**src/rtl/if_id_queue_if.sv**
```systemverilog
// Fetch-to-decode handshake bundle for the IF/ID instruction queue.
// The master side is the fetch/decode environment, the slave side is the queue.
interface if_id_queue_if #(
  parameter int PTR_W = 2
);
  // fetch side
  logic             if_valid;
  logic [15:0]      if_instr;
  logic [15:0]      if_pc_2;
  logic             if_ready;
  // decode side
  logic             id_stall;
  logic             id_valid;
  logic [15:0]      id_instr;
  logic [15:0]      id_pc_2;
  logic             id_halt;
  // control / status
  logic             flush;
  logic [PTR_W:0]   count;

  modport master (
    output if_valid, if_instr, if_pc_2, id_stall, flush,
    input  if_ready, id_valid, id_instr, id_pc_2, id_halt, count
  );

  modport slave (
    input  if_valid, if_instr, if_pc_2, id_stall, flush,
    output if_ready, id_valid, id_instr, id_pc_2, id_halt, count
  );
endinterface

```
**src/rtl/if_id_queue.sv**
```systemverilog
// IF/ID instruction queue: show-ahead FIFO of {instr, pc_2} entries between
// fetch and decode, with whole-queue flush and fetch shut-off after a halt.
module if_id_queue #(
  parameter int          DEPTH     = 4,
  parameter int          PTR_W     = 2,
  parameter logic [15:0] NOP_INSTR = 16'h0800
) (
  input  logic         clk,
  input  logic         rst,
  if_id_queue_if.slave q
);

  localparam logic [PTR_W:0]   DEPTH_CNT = (PTR_W+1)'(DEPTH);
  localparam logic [PTR_W:0]   CNT_ZERO  = '0;
  localparam logic [PTR_W:0]   CNT_ONE   = (PTR_W+1)'(1);
  localparam logic [PTR_W-1:0] PTR_ONE   = (PTR_W)'(1);

  // entry storage (contents are don't-care out of reset)
  logic [15:0] instr_mem_q [DEPTH];
  logic [15:0] instr_mem_d [DEPTH];
  logic [15:0] pc_mem_q    [DEPTH];
  logic [15:0] pc_mem_d    [DEPTH];

  // control state
  logic [PTR_W-1:0] head_q, head_d;
  logic [PTR_W-1:0] tail_q, tail_d;
  logic [PTR_W:0]   count_q, count_d;
  logic             halt_seen_q, halt_seen_d;

  // handshake terms
  logic        full_s;
  logic        empty_s;
  logic        ready_s;
  logic        push_s;
  logic        pop_s;
  logic        push_halt_s;
  logic [15:0] head_instr_s;
  logic [15:0] head_pc_s;

  // Opcode field [15:11] of all zeros marks a halt instruction.
  function automatic logic is_halt(input logic [15:0] instr);
    return (instr[15:11] == 5'b00000);
  endfunction

  // Status, handshake and show-ahead head read; all derived from registered state.
  always_comb begin
    full_s  = (count_q == DEPTH_CNT);
    empty_s = (count_q == CNT_ZERO);
    // ready ignores a same-cycle pop so there is no path from id_stall
    ready_s = !full_s && !halt_seen_q;
    push_s  = q.if_valid && ready_s;
    pop_s   = !empty_s && !q.id_stall;
    push_halt_s = push_s && is_halt(q.if_instr);
    if (empty_s) begin
      head_instr_s = NOP_INSTR;
      head_pc_s    = 16'h0000;
    end else begin
      head_instr_s = instr_mem_q[head_q];
      head_pc_s    = pc_mem_q[head_q];
    end
  end

  // Next-state for pointers, occupancy, halt flag and entry storage.
  always_comb begin
    head_d      = head_q;
    tail_d      = tail_q;
    count_d     = count_q;
    halt_seen_d = halt_seen_q;
    instr_mem_d = instr_mem_q;
    pc_mem_d    = pc_mem_q;
    if (q.flush) begin
      // redirect: drop everything, including any same-cycle push/pop
      head_d      = '0;
      tail_d      = '0;
      count_d     = '0;
      halt_seen_d = 1'b0;
    end else begin
      if (push_s) begin
        instr_mem_d[tail_q] = q.if_instr;
        pc_mem_d[tail_q]    = q.if_pc_2;
        tail_d              = tail_q + PTR_ONE;
      end else begin
        tail_d = tail_q;
      end
      if (pop_s) begin
        head_d = head_q + PTR_ONE;
      end else begin
        head_d = head_q;
      end
      case ({push_s, pop_s})
        2'b10:   count_d = count_q + CNT_ONE;
        2'b01:   count_d = count_q - CNT_ONE;
        default: count_d = count_q;
      endcase
      if (push_halt_s) begin
        halt_seen_d = 1'b1;
      end else begin
        halt_seen_d = halt_seen_q;
      end
    end
  end

  // Control-state registers with synchronous reset (reset outranks flush).
  always_ff @(posedge clk) begin
    if (rst) begin
      head_q      <= '0;
      tail_q      <= '0;
      count_q     <= '0;
      halt_seen_q <= 1'b0;
    end else begin
      head_q      <= head_d;
      tail_q      <= tail_d;
      count_q     <= count_d;
      halt_seen_q <= halt_seen_d;
    end
  end

  // Entry storage registers; no reset since contents are masked when empty.
  always_ff @(posedge clk) begin
    instr_mem_q <= instr_mem_d;
    pc_mem_q    <= pc_mem_d;
  end

  assign q.if_ready = ready_s;
  assign q.id_valid = !empty_s;
  assign q.id_instr = head_instr_s;
  assign q.id_pc_2  = head_pc_s;
  assign q.id_halt  = !empty_s && is_halt(head_instr_s);
  assign q.count    = count_q;

endmodule
```
**src/flat_wrapper.sv**
```systemverilog
// flat-port wrapper written by rule: the top's interface ports become plain ports
module if_id_queue_flat 
#(
  parameter int          DEPTH     = 4,
  parameter int          PTR_W     = 2,
  parameter logic [15:0] NOP_INSTR = 16'h0800
)
  (clk, rst, q_if_valid, q_if_instr, q_if_pc_2, q_id_stall, q_flush, q_if_ready, q_id_valid, q_id_instr, q_id_pc_2, q_id_halt, q_count);
  if_id_queue_if #(.PTR_W(PTR_W)) q_i ();
  input  logic clk;
  input  logic rst;
  input wire logic [$bits(q_i.if_valid)-1:0] q_if_valid;
  input wire logic [$bits(q_i.if_instr)-1:0] q_if_instr;
  input wire logic [$bits(q_i.if_pc_2)-1:0] q_if_pc_2;
  input wire logic [$bits(q_i.id_stall)-1:0] q_id_stall;
  input wire logic [$bits(q_i.flush)-1:0] q_flush;
  output wire logic [$bits(q_i.if_ready)-1:0] q_if_ready;
  output wire logic [$bits(q_i.id_valid)-1:0] q_id_valid;
  output wire logic [$bits(q_i.id_instr)-1:0] q_id_instr;
  output wire logic [$bits(q_i.id_pc_2)-1:0] q_id_pc_2;
  output wire logic [$bits(q_i.id_halt)-1:0] q_id_halt;
  output wire logic [$bits(q_i.count)-1:0] q_count;
  assign q_i.if_valid = q_if_valid;
  assign q_i.if_instr = q_if_instr;
  assign q_i.if_pc_2 = q_if_pc_2;
  assign q_i.id_stall = q_id_stall;
  assign q_i.flush = q_flush;
  assign q_if_ready = q_i.if_ready;
  assign q_id_valid = q_i.id_valid;
  assign q_id_instr = q_i.id_instr;
  assign q_id_pc_2 = q_i.id_pc_2;
  assign q_id_halt = q_i.id_halt;
  assign q_count = q_i.count;
  if_id_queue #(.DEPTH(DEPTH), .PTR_W(PTR_W), .NOP_INSTR(NOP_INSTR)) u_core (.clk(clk), .rst(rst), .q(q_i));
endmodule
```
**config.mk**
```make
export PLATFORM = sky130hd
export DESIGN_NAME = if_id_queue_flat
export DESIGN_NICKNAME = d
export VERILOG_FILES = /design/src/rtl/if_id_queue_if.sv /design/src/rtl/if_id_queue.sv /design/src/flat_wrapper.sv
export SDC_FILE = /design/constraint.sdc
export NUM_CORES = 1
export LEC_CHECK = 0
export ABC_AREA = 0
export CAP_MARGIN = 30
export CORE_MARGIN = 3
export CORE_UTILIZATION = 40
export CTS_CLUSTER_SIZE = 14
export DETAILED_ROUTE_END_ITERATION = 10
export GPL_TIMING_DRIVEN = 0
export HOLD_SLACK_MARGIN = 0.15
export SYNTH_ARGS = -nofsm -noshare
export SYNTH_HDL_FRONTEND = slang
export SYNTH_SLANG_ARGS = --single-unit
```
**constraint.sdc**
```tcl
create_clock -name clk -period 3 [get_ports clk]
set_input_delay 0.6 -clock clk [delete_from_list [all_inputs] [get_ports clk]]
set_output_delay 0.6 -clock clk [all_outputs]
set_load 0.1 [all_outputs]
```
[After elaboration in Yosys (flattened, before gate mapping)]
Cells that the tools add are included.
Word-level totals
  flip-flop bits (word level): 136
  logic and storage cells: 54
  input bits: 37
Operators by class
  order comparisons: 3
  bitwise gates (word level): 3
  add/subtract/negate cells: 4
  reduce and logical (&&, ||, !) cells: 16
  multiplexer cells: 13
  equality and inequality tests: 3
Operators with widths (count)
  $bwmux 64: 2
  $mux 16: 7
  $bmux 16 s2: 2
  $demux 16 s2: 1
  $logic_not 5->1: 2
  $ge 3x3->1 const B: 2
  $logic_and 1x1->1: 6
  $not 2->3: 2
  $pmux 3 s2: 1
  $add 2x1->2 const B: 2
  $logic_not 1->1: 4
  $add 3x1->3 const B: 1
  $eq 3x3->1 const B: 1
  $logic_not 3->1: 1
  $lt 3x1->1 const B: 1
  $sub 3x1->3 const B: 1
  $eq 2x1->1 const B: 1
  $eq 2x2->1 const B: 1
  $reduce_and 2->1: 1
  $reduce_bool 2->1: 1
  $reduce_or 2->1: 1
  $not 1->1: 1

[Logic depth before layout (Yosys ltp)]
  depth in word-level cells: 7
  gate-level depth with buffers: 10
  depth with buffers taken out: 8

[Worst setup path before layout]
No wires, ideal clock.
  path type: register to output
  start: reg u_core.count_q[2] (netlist: u_core.q.count[2])
  end: out q_id_halt
  slack: -0.967 ns
  buffers on the path: 1
  cell stages (with the launch flop): 5
  data arrival time: 3.367 ns
  data required time: 2.400 ns
  cell sequence: dfxtp_1 > nor3_1 > clkbuf_1 > or2_1 > nor2_1
On the way
  word-level cells in the longest chain between the ends: 4
  elaborated cells between the ends (all ways): 5
  those cells by class: mux: 1; reduce/logical: 4
Ends and longest elaborated chain
  start: declaration: line if_id_queue.sv:27  | logic [PTR_W:0] count_q, count_d;
  start signal: assignment: line if_id_queue.sv:113  | count_q <= count_d;
  $logic_not 3->1: line if_id_queue.sv:48  | empty_s = (count_q == CNT_ZERO);
  $mux 16: line if_id_queue.sv:54  | if (empty_s) begin
  net q_id_instr[11]: line flat_wrapper.sv:19  | output wire logic [$bits(q_i.id_instr)-1:0] q_id_instr;
  $logic_not 5->1: line if_id_queue.sv:42  | return (instr[15:11] == 5'b00000);
  $logic_and 1x1->1: line if_id_queue.sv:128  | assign q.id_halt = !empty_s && is_halt(head_instr_s);
  end: declaration: line flat_wrapper.sv:21  | output wire logic [$bits(q_i.id_halt)-1:0] q_id_halt;
The timed path passes the listed nets, and every way through them passes these cells.

[Worst setup path in the final report]
  start: reg u_core.head_q[0]
  end: out q_id_halt
On the way
  word-level cells in the longest chain between the ends: 7
Ends and longest elaborated chain
  start: declaration: line if_id_queue.sv:25  | logic [PTR_W-1:0] head_q, head_d;
  start signal: assignment: line if_id_queue.sv:106  | head_q <= '0;
  start signal: assignment: line if_id_queue.sv:111  | head_q <= head_d;
  $not 2->3 (implied by the code): line if_id_queue.sv:58  | head_instr_s = instr_mem_q[head_q];
  $bmux 16 s2: line if_id_queue.sv:58
  $mux 16 (implied by the code) (2 in series): line if_id_queue.sv:58
  $mux 16: line if_id_queue.sv:54
  $logic_not 5->1: line if_id_queue.sv:42
  $logic_and 1x1->1: line if_id_queue.sv:128
No other way between the ends. The select of a mux whose other input is x is not followed.

==> run_results.csv <==
group,metric,value,unit
run_status,run_status,"finished clean",
global_routing,grt_use_met2,24.70,%
sta,share_of_the_clock_period_used_by_the_worst_path_after_layout,96.73,%
drt,drt_pre_antenna_iters,4,
finish,drive_above_1_share,31.45,%
cts,cts.repair_timing.setup_buffer_count,0,
cts,cts_tree,"done",
job,maxCapViolCount,0,
critical_path,cp.arrival,2.30,ns
sta,final-setup-viol-count,0,
critical_path,timing.critical_path.from_type,"flop",
synth,mappedNetlistNets,308,
global_routing,global_route.overflow_total,0,
drt,routed_wl,9.887,mm
synth,yosysSeqAreaShare,75.19,%
global_routing,grt_util_all_layers,14.83,%
critical_path,beginning_of_the_critical_path,"u_core.head_q[0]",
cts,clock_path_buffers,2,
drt,route.vias.total,2658,
floorplan,die_height,121.4,um
critical_path,worst-r2r-setup-slack,0.53,ns
global_routing,grt_max_degree,33,
critical_path,critPathMaxFanout,8,
floorplan,dieArea,14730,sq um
synth,synthesis.instances,265,
synth,postSynth.topFlopCell,"edfxtp_1",
drt,route.detailed.drc,0,
synth,number_of_synthesized_flops_with_an_enable_pin,128,
finish,synthToLayoutAreaGrowth,28.85,%
power,leakage,2.236,nW
synth,yosysWarnings,0,
sta,worst-slew-pin-transition,0.9685,ns
critical_path,worst_setup_path_end_kind,"primary output",
floorplan,rows,41,
power,finalPower,4.448,mW
power,vdd_drop_max,300.6,uV
drt,route.detailed.vias_per_inst,4.886,
global_routing,grt_util_met1,17.98,%
floorplan,initial_core_util,41.52,%
global_routing,antenna_found_initial,0,
cts,ctsHtreeMaxLevel,4,
floorplan,ioPinCount,75,
synth,synth_top_area_share,72.18,%
floorplan,die_w,121.4,um
critical_path,worstPathRequired,2.40,ns
finish,filler_cell_count,1048,
critical_path,critPathCapture,"q_id_halt",
cts,cts-buffers-inserted,17,
synth,netlist_area,5325,sq um
drt,dr.first_iter.drc_count,175,
critical_path,regToRegStartpoint,"u_core.q.count[0]",
hold_path,hold_class,"reg2reg",
sta,timing_max_transition_violations_final,0,
sta,skew,0.004611,ns
sta,final_hold_violation_count,0,
synth,synth_cell_types,26,
synth,synth_most_common_cell,"edfxtp_1",
finish,area_of_the_multi_input_gates,1251,sq um
place,numPortBuffers,74,
synth,synthTopCellsByArea,"edfxtp_1 (72%), mux4_2 (14%), nor2b_1 (3.6%), dfxtp_1 (3.0%), ha_1 (1.2%)",
place,gp_routability_congestion,0.6813,
sta,rsz_0062_raised_after_global_routing,"false",
hold_path,hold_depth,2,
drt,count_of_antenna_violating_nets_left_after_detailed_routing,0,
global_routing,grt_use_met3,5.128,%
drt,wire_per_inst,18.17,um
synth,fraction_of_synthesis_flops_using_an_asynchronous_set_or_reset_pin,0,%
global_routing,grt_pass1_vias,2977,
sta,maxSlewHeadroom,35.23,%
finish,diodes_inserted,0,
synth,synth.largest_area_cell,"edfxtp_1",
synth,post_synth_most_frequent_cells,"edfxtp_1 (128), mux4_2 (32), nor2b_1 (31)",
critical_path,timing.reg2reg.worst_path_depth,10,
cts,cts.clk_slew.worst_paths,0.05,ns
critical_path,worstSetupPathType,"reg2out",
synth,syn_area_per_cell,20.09,sq um
place,dp_hpwl,6.259,mm
synth,yosys_register_bits,136,
cts,cts.hold.buffers_added,0,
global_routing,global_route_wire_length_before_repair,15.89,mm
critical_path,crit_reg_reg_endpoint,"u_core.q.count[2]",
global_routing,grt-busiest-layer,"met2",
finish,final_nets,402,
finish,finalInstanceArea,6862,sq um
sta,timing.fmax,344.6,MHz
cts,number_of_sinks_handled_by_clock_tree_synthesis,136,
sta,timing.final.crit_period,2.902,ns
finish,area.sequential,4004,sq um
power,power_density,648.3,nW/um^2
place,postPlaceCellArea,6371,sq um
cts,clkLatencyLatePin,0.41,ns
cts,cts_root_buffer,"clkbuf_16",
floorplan,core-area,12820,sq um
worst min-delay path by stage:
stage | to | startpoint
detailed placement | u_core.halt_seen_q | u_core.halt_seen_q
floorplan | u_core.halt_seen_q | u_core.halt_seen_q
global placement | u_core.halt_seen_q | u_core.halt_seen_q
global route | u_core.halt_seen_q | u_core.halt_seen_q
CTS | u_core.halt_seen_q | u_core.halt_seen_q
finish | u_core.halt_seen_q | u_core.halt_seen_q
critical path, stage by stage (launching register included):
cell and delay (ns):
dfxtp_1 0.32, buf_6 0.15, mux4_2 0.54, or4_1 0.57, nor2_4 0.13, buf_12 0.18
area by class of cell:
| type | count | share of cell area (%) |
|---|---|---|
| timing repair buffer | 76 | 11.05 |
| clock inverter | 13 | 1.276 |
| buffer | 12 | 1.204 |
| clock buffer | 19 | 6.309 |
| tap | 172 | 3.136 |
| inverter | 8 | 0.4376 |
| sequential | 136 | 58.35 |
| multi-input combinational | 108 | 18.23 |
per-stage QoR:
step | utilization, % | worst slack, ns | std cells | hold WS [ns] | TNS, ns
floorplan | - | -0.4952 | 265 | 0.4452 | -14.93
global placement | 49.05 | -0.7431 | 511 | 0.4623 | -55.47
detailed placement | 49.68 | -0.7422 | 514 | 0.4626 | -12.78
CTS | 53.83 | -0.01221 | 544 | 0.4728 | -0.01397
global route | 53.50 | 0.01016 | 544 | 0.4896 | 0
finish | 53.50 | 0.09796 | 544 | 0.4776 | 0
cell usage in the layout, fill, tap and decap left out, drive strengths merged:
cell type,n
and2,4
fa,1
o21a,1
clkdlybuf4s15,16
o31ai,1
o21ai,3
edfxtp,128
xor2,2
clkinv,12
dlymetal6s2s,1
or2,3
clkbuf,27
a21oi,6
bufinv,1
o21ba,1
buf,24
nand2b,1
clkdlybuf4s50,39
or4,4
ha,5
inv,8
nor3b,2
dfxtp,8
mux4,32
nor2,6
nor3,2
or3,3
nor2b,31
power by group:
part	total [mW]	internal, mW	switching (mW)
sequential	2.12	2.11	0.00989
clock	1.84	1.11	0.724
combinational	0.489	0.141	0.348
layer usage:
metal | vias up | wire length (um)
met5 | - | 0
met3 | 11 | 468
met1 | 1343 | 4107
li1 | 1244 | -
met2 | 60 | 5168
met4 | 0 | 143
logic make-up after synthesis:
kind of cell | count (synthesis) | synth area share, %
flip-flops | 136 | 75.19
AND/OR/NAND/NOR | 56 | 6.391
multiplexers | 32 | 13.53
buffers and inverters | 21 | 1.692
AO/OA/AOI/OAI | 12 | 1.316
adder cells (fa/ha/maj) | 6 | 1.551
XOR/XNOR | 2 | 0.3290
registers in the layout, indices dropped and copies added, names as in the netlist:
| name | cells |
|---|---|
| u_core.halt_seen_q | 1 |
| u_core.head_q | 2 |
| u_core.instr_mem_q | 64 |
| u_core.pc_mem_q | 64 |
| u_core.q.count | 3 |
| u_core.tail_q | 2 |
timing repair:
action	in CTS	in global routing
gates resized for setup	129	21
pin swaps	0	0
endpoints found under the setup margin	35	11
Note: power is estimated with default switching activity, not from simulation.
